==> src/rtl/merge_if.sv <==
// merge_if: handshake bundle between a merge sequencer and its surroundings.
// Carries the pass control (start/run_len/busy/done), the peek/pop ports of
// the two input FIFOs and the write port of the output FIFO.
interface merge_if #(
    parameter int DATA_WIDTH = 32,
    parameter int LOG2_RUN   = 4
);
    // Pass control
    logic                  start;
    logic [LOG2_RUN:0]     run_len;
    logic                  busy;
    logic                  done;

    // Input FIFO A (peek head + pop)
    logic [DATA_WIDTH-1:0] a_head;
    logic                  a_empty;
    logic                  rd_en_a;

    // Input FIFO B (peek head + pop)
    logic [DATA_WIDTH-1:0] b_head;
    logic                  b_empty;
    logic                  rd_en_b;

    // Output FIFO write port
    logic                  out_full;
    logic                  out_wr_en;
    logic [DATA_WIDTH-1:0] out_data;

    // The merge sequencer side
    modport slave (
        input  start, run_len,
        input  a_head, a_empty,
        input  b_head, b_empty,
        input  out_full,
        output rd_en_a, rd_en_b,
        output out_wr_en, out_data,
        output busy, done
    );

    // The environment side: pass controller plus the three FIFOs
    modport master (
        output start, run_len,
        output a_head, a_empty,
        output b_head, b_empty,
        output out_full,
        input  rd_en_a, rd_en_b,
        input  out_wr_en, out_data,
        input  busy, done
    );
endinterface

==> src/rtl/merge_ctrl.sv <==
// merge_ctrl: two-way merge sequencer for one level of the merge-sort tree.
// Pops two ascending runs of equal length from FIFOs A and B and writes the
// merged ascending stream to the output FIFO, one element per cycle when
// nothing stalls. Pops and the matching write happen on the same edge, so
// the pop/write strobes and write data are decoded combinationally from the
// current state and the FIFO flags; busy/done are plain registers.
module merge_ctrl #(
    parameter int DATA_WIDTH = 32,
    parameter int LOG2_RUN   = 4
) (
    input  logic   clk,
    input  logic   reset,
    merge_if.slave bus
);

    typedef enum logic [2:0] {
        ST_IDLE    = 3'd0,
        ST_MERGE   = 3'd1,
        ST_DRAIN_A = 3'd2,
        ST_DRAIN_B = 3'd3,
        ST_DONE    = 3'd4
    } state_t;

    localparam int CW = LOG2_RUN + 1;

    state_t          state_q, state_d;
    logic [CW-1:0]   len_q;
    logic [CW-1:0]   cnt_a_q, cnt_a_d;
    logic [CW-1:0]   cnt_b_q, cnt_b_d;
    logic            busy_q;
    logic            done_q;

    logic            issue_a;
    logic            issue_b;
    logic            pick_a;
    logic            start_ok;

    // A pass may only begin from IDLE; start is ignored anywhere else.
    assign start_ok = (state_q == ST_IDLE) && bus.start;

    // Ties go to A so that equal keys keep their A-before-B order.
    assign pick_a = (bus.a_head <= bus.b_head);

    // Decide which FIFO (if any) pops this cycle.
    always_comb begin
        issue_a = 1'b0;
        issue_b = 1'b0;
        case (state_q)
            ST_MERGE: begin
                // Both heads must be valid to compare, and there must be room.
                if (!bus.a_empty && !bus.b_empty && !bus.out_full) begin
                    issue_a = pick_a;
                    issue_b = !pick_a;
                end
            end
            ST_DRAIN_A: issue_a = !bus.a_empty && !bus.out_full;
            ST_DRAIN_B: issue_b = !bus.b_empty && !bus.out_full;
            default: begin
                issue_a = 1'b0;
                issue_b = 1'b0;
            end
        endcase
    end

    // Post-pop element counts; the exit decisions look at these.
    always_comb begin
        cnt_a_d = cnt_a_q + {{LOG2_RUN{1'b0}}, issue_a};
        cnt_b_d = cnt_b_q + {{LOG2_RUN{1'b0}}, issue_b};
    end

    // Next-state selection.
    always_comb begin
        state_d = state_q;
        case (state_q)
            ST_IDLE: begin
                if (bus.start) begin
                    state_d = (bus.run_len == '0) ? ST_DONE : ST_MERGE;
                end
            end
            ST_MERGE: begin
                // Only one pop per cycle, so at most one run can finish here.
                if (cnt_a_d == len_q) begin
                    state_d = ST_DRAIN_B;
                end else if (cnt_b_d == len_q) begin
                    state_d = ST_DRAIN_A;
                end
            end
            ST_DRAIN_A: begin
                if (cnt_a_d == len_q) begin
                    state_d = ST_DONE;
                end
            end
            ST_DRAIN_B: begin
                if (cnt_b_d == len_q) begin
                    state_d = ST_DONE;
                end
            end
            ST_DONE: state_d = ST_IDLE;
            default: state_d = ST_IDLE;
        endcase
    end

    // Sequencer state, run length, pop counters and the registered status flags.
    always_ff @(posedge clk or posedge reset) begin
        if (reset) begin
            state_q <= ST_IDLE;
            len_q   <= '0;
            cnt_a_q <= '0;
            cnt_b_q <= '0;
            busy_q  <= 1'b0;
            done_q  <= 1'b0;
        end else begin
            state_q <= state_d;
            busy_q  <= (state_d != ST_IDLE);
            done_q  <= (state_d == ST_DONE);
            if (start_ok) begin
                len_q   <= bus.run_len;
                cnt_a_q <= '0;
                cnt_b_q <= '0;
            end else begin
                cnt_a_q <= cnt_a_d;
                cnt_b_q <= cnt_b_d;
            end
        end
    end

    // Pop strobes, write strobe and write data for the current cycle.
    always_comb begin
        bus.rd_en_a   = issue_a;
        bus.rd_en_b   = issue_b;
        bus.out_wr_en = issue_a | issue_b;
        if (issue_a) begin
            bus.out_data = bus.a_head;
        end else if (issue_b) begin
            bus.out_data = bus.b_head;
        end else begin
            bus.out_data = '0;
        end
    end

    assign bus.busy = busy_q;
    assign bus.done = done_q;

endmodule

==> src/flat_wrapper.sv <==
// flat-port wrapper written by rule: the top's interface ports become plain ports
module merge_ctrl_flat 
#(
    parameter int DATA_WIDTH = 32,
    parameter int LOG2_RUN   = 4
)
  (clk, reset, bus_start, bus_run_len, bus_a_head, bus_a_empty, bus_b_head, bus_b_empty, bus_out_full, bus_rd_en_a, bus_rd_en_b, bus_out_wr_en, bus_out_data, bus_busy, bus_done);
  merge_if #(.DATA_WIDTH(DATA_WIDTH), .LOG2_RUN(LOG2_RUN)) bus_i ();
  input  logic clk;
  input  logic reset;
  input wire logic [$bits(bus_i.start)-1:0] bus_start;
  input wire logic [$bits(bus_i.run_len)-1:0] bus_run_len;
  input wire logic [$bits(bus_i.a_head)-1:0] bus_a_head;
  input wire logic [$bits(bus_i.a_empty)-1:0] bus_a_empty;
  input wire logic [$bits(bus_i.b_head)-1:0] bus_b_head;
  input wire logic [$bits(bus_i.b_empty)-1:0] bus_b_empty;
  input wire logic [$bits(bus_i.out_full)-1:0] bus_out_full;
  output wire logic [$bits(bus_i.rd_en_a)-1:0] bus_rd_en_a;
  output wire logic [$bits(bus_i.rd_en_b)-1:0] bus_rd_en_b;
  output wire logic [$bits(bus_i.out_wr_en)-1:0] bus_out_wr_en;
  output wire logic [$bits(bus_i.out_data)-1:0] bus_out_data;
  output wire logic [$bits(bus_i.busy)-1:0] bus_busy;
  output wire logic [$bits(bus_i.done)-1:0] bus_done;
  assign bus_i.start = bus_start;
  assign bus_i.run_len = bus_run_len;
  assign bus_i.a_head = bus_a_head;
  assign bus_i.a_empty = bus_a_empty;
  assign bus_i.b_head = bus_b_head;
  assign bus_i.b_empty = bus_b_empty;
  assign bus_i.out_full = bus_out_full;
  assign bus_rd_en_a = bus_i.rd_en_a;
  assign bus_rd_en_b = bus_i.rd_en_b;
  assign bus_out_wr_en = bus_i.out_wr_en;
  assign bus_out_data = bus_i.out_data;
  assign bus_busy = bus_i.busy;
  assign bus_done = bus_i.done;
  merge_ctrl #(.DATA_WIDTH(DATA_WIDTH), .LOG2_RUN(LOG2_RUN)) u_core (.clk(clk), .reset(reset), .bus(bus_i));
endmodule
==> config.mk <==
export PLATFORM = sky130hd
export DESIGN_NAME = merge_ctrl_flat
export DESIGN_NICKNAME = d
export VERILOG_FILES = /design/src/rtl/merge_if.sv /design/src/rtl/merge_ctrl.sv /design/src/flat_wrapper.sv
export SDC_FILE = /design/constraint.sdc
export NUM_CORES = 1
export LEC_CHECK = 0
export CORE_MARGIN = 2
export CORE_UTILIZATION = 47
export CTS_CLUSTER_DIAMETER = 150
export DETAILED_ROUTE_END_ITERATION = 12
export GPL_ROUTABILITY_DRIVEN = 0
export PLACE_DENSITY = 0.87
export SYNTH_ARGS = -nofsm -noshare
export SYNTH_HDL_FRONTEND = slang
export SYNTH_SLANG_ARGS = --single-unit
==> constraint.sdc <==
create_clock -name clk -period 10.4 [get_ports clk]
set_input_delay 1.56 -clock clk [delete_from_list [all_inputs] [get_ports clk]]
set_output_delay 1.56 -clock clk [all_outputs]
set_load 0.05 [all_outputs]
==> flow_summary.json <==
{
  "hold_viol": 0,
  "fmax_mhz": 145,
  "power.total_mw": 0.496,
  "whs_endpoint": "u_core.cnt_b_q[4]$_DFF_PP0_",
  "tritoncts": "done",
  "worstMarginPinSlew_ns": 0.885,
  "clk_path_buf_depth": 2,
  "place_worst_setup_slack_ns": 3.55,
  "yosysTopAreaCellShare_pct": 19.0,
  "wl_per_cell_um": 14.9,
  "crit_fanout": 17,
  "path_clk_slew_ns": 0.07,
  "antenna_found_initial": 0,
  "holdWs_ns": 0.583,
  "final_layout_size_suffix_gt1_share_pct": 11.4,
  "drc": 0,
  "drv_slew": 0,
  "p_per_area_nw_per_um2": 130,
  "cts_buffers": 3,
  "numPortBuffers": 111,
  "grt_pass1_wl_mm": 11.2,
  "syn_nets": 405,
  "dr.pass1.iters": 4,
  "worstSetupEndpointType": "output pin",
  "cts_sinks": 20,
  "ir_drop_mv": 0.122,
  "critPathLaunchType": "input port",
  "grt_use_met1_pct": 28.7,
  "fin_crit_sh_pct": 66.4,
  "grt_pass1_vias": 2478,
  "crit_arrival_ns": 5.34,
  "cts_root_buf": "clkbuf_8",
  "synth_seq_cells": 20,
  "grt_max_degree": 34,
  "reg2reg_from": "u_core.state_q[0]$_DFF_PP0_",
  "setup_slack_ns": 3.50,
  "cts_hold_buf": 0,
  "synth_top_area_cell": "dfrtp_1",
  "io_pins": 112,
  "rrSetupSlack_ns": 6.46,
  "status": "finished clean",
  "cts_setup_buffers": 0,
  "cts_resized": 0,
  "area_growth_pct": 44.8,
  "via_per_inst": 5.40,
  "die_area_um2": 6210,
  "grtUsageTotal_pct": 22.0,
  "use_met2_pct": 38.5,
  "core_um2": 5470,
  "met3_usage_pct": 2.84,
  "h-tree-depth": 1,
  "setup_viol": 0,
  "yosysSeqAreaShare_pct": 19.0,
  "finClkSkew_ns": 0.00745,
  "synth_cells": 294,
  "maxCapViolations": 0,
  "first_iter_violations": 109,
  "post-place-cells": 464,
  "top_usage_layer": "met2",
  "globalRouteOverflowTotal": 0,
  "die_x_um": 78.8,
  "syn_area_per_cell_um2": 8.95,
  "clock_latency_ns": 0.26,
  "min_path_cells": 2,
  "stdcell_count": 467,
  "holdCritStartpoint": "u_core.cnt_b_q[4]$_DFF_PP0_",
  "start_util_pct": 48.1,
  "slew_headroom_pct": 41.0,
  "antenna_cells_inserted": 0,
  "rsz0062_at_grt": "false",
  "worstSetupPathType": "input port to output pin",
  "r2r_cells": 14,
  "cp.required_ns": 8.84,
  "fp-row-count": 27,
  "synth_cell_types": 45,
  "hold_path.class": "register to register",
  "ys_warn_count": 0,
  "ant_nets": 0,
  "die_y_um": 78.8,
  "dpl.hpwl_mm": 5.79,
  "p_leak_nw": 1.69,
  "r2r_end": "u_core.bus.busy$_DFF_PP0_",
  "routed_wl_mm": 6.94,
  "synth_area_um2": 2630,
  "tns_ns": 0,
  "nNetsFinal": 508,
  "ys_top_cells_by_area": "dfrtp_1 19%, o32ai_2 17%, ha_1 17%, inv_1 9.8%, a21oi_1 2.9%",
  "via_count": 2522,
  "period_minus_slack_ns": 6.90
}
-- flip-flops by register name (all words and copies together), names as in the netlist --
signal           flops
u_core.cnt_a_q       5
u_core.len_q         5
u_core.state_q       3
u_core.bus.busy      1
u_core.cnt_b_q       5
u_core.bus.done      1
-- layout make-up --
cell class | count | area (um2)
clock buffers | 3 | 41.3
fillers | 405 | 1660
inverters | 69 | 259
multi-input cells | 190 | 1790
flip-flops and latches | 20 | 500
well taps | 72 | 90.1
repair buffers | 113 | 1130
-- Yosys cell counts, drive strengths merged --
master   number
nor4b         2
xor2          8
and3          2
nand3         8
dfrtp        20
a22oi         1
a32o          1
a21oi        16
a2111oi       1
mux2          6
o2bb2ai       1
a41oi         1
o21ai         6
a21o          1
nand4         8
nor2         10
or4           1
nand2        13
o21a          1
o31ai         2
buf           8
a221o         2
or3           2
ha           36
nor2b         7
nor3          4
xnor2         8
o22ai         1
inv          69
xor3          2
o311ai        2
o21bai        1
clkbuf        7
nand4bb       2
o32ai        31
nor4          2
o211ai        1
-- critical path, cell delays in order --
cell and delay (ns):
clkdlybuf4s50_1 0.45, inv_1 0.06, ha_1 0.33, a21oi_2 0.14, nand2_1 0.06, a221o_1 0.37
o311ai_1 0.44, a41oi_4 0.43, buf_4 0.37, o32ai_1 0.25, clkdlybuf4s50_1 0.85
-- routing by layer --
layer / part of all wire (%) / routed length, um
met5: 0 / 0
met4: 0.59 / 41
met3: 4.8 / 335
met2: 51 / 3510
met1: 44 / 3060
-- through the flow --
stage | utilization [%] | instance area (um2)
2_1_floorplan | - | 2630
3_3_place_gp | 68.9 | 3770
3_5_place_dp | 68.9 | 3770
4_1_cts | 69.6 | 3810
5_1_grt | 69.6 | 3810
6_report | 69.6 | 3810
-- cells in the final DEF, fill, tap and decap left out, types with 2 or more instances in the layout --
cell type        instances
clkdlybuf4s50_1        111
inv_1                   69
ha_1                    36
o32ai_2                 28
dfrtp_1                 20
a21oi_1                 15
nand2_1                 13
nor2_1                  10
nand3_1                  8
nand4_1                  8
xnor2_1                  8
xor2_1                   8
nor2b_1                  7
mux2_2                   6
o21ai_0                  5
nor3_1                   4
o32ai_1                  3
clkbuf_8                 3
a221o_1                  2
xor3_1                   2
nand4bb_1                2
o31ai_1                  2
buf_4                    2
-- kinds of logic after synthesis --
| logic type | synth area share [%] |
|---|---|
| adders and majority gates | 17.1 |
| AOI/OAI and AO/OA | 28.0 |
| buffers and inverters | 13.4 |
| xor gates and xnor gates | 7.13 |
| muxes | 2.57 |
| DFF | 19.0 |
| and+or+nand+nor | 12.8 |
-- power breakdown --
part | internal, mW | total [mW] | switching (mW)
Combinational | 0.147 | 0.322 | 0.175
Sequential | 0.101 | 0.125 | 0.0239
Clock | 0.0258 | 0.0497 | 0.0239
-- worst max path at each step --
| stage | from | endpoint |
|---|---|---|
| after floorplan | bus_b_head[14] | bus_out_data[1] |
| after global placement | bus_b_head[7] | bus_out_data[31] |
| after detailed placement | bus_b_head[7] | bus_out_data[31] |
| after CTS | bus_b_head[7] | bus_out_data[31] |
| after global routing | bus_b_head[7] | bus_out_data[19] |
| final | bus_b_head[14] | bus_out_data[31] |
No activity file was read; power rests on OpenSTA's default activity.
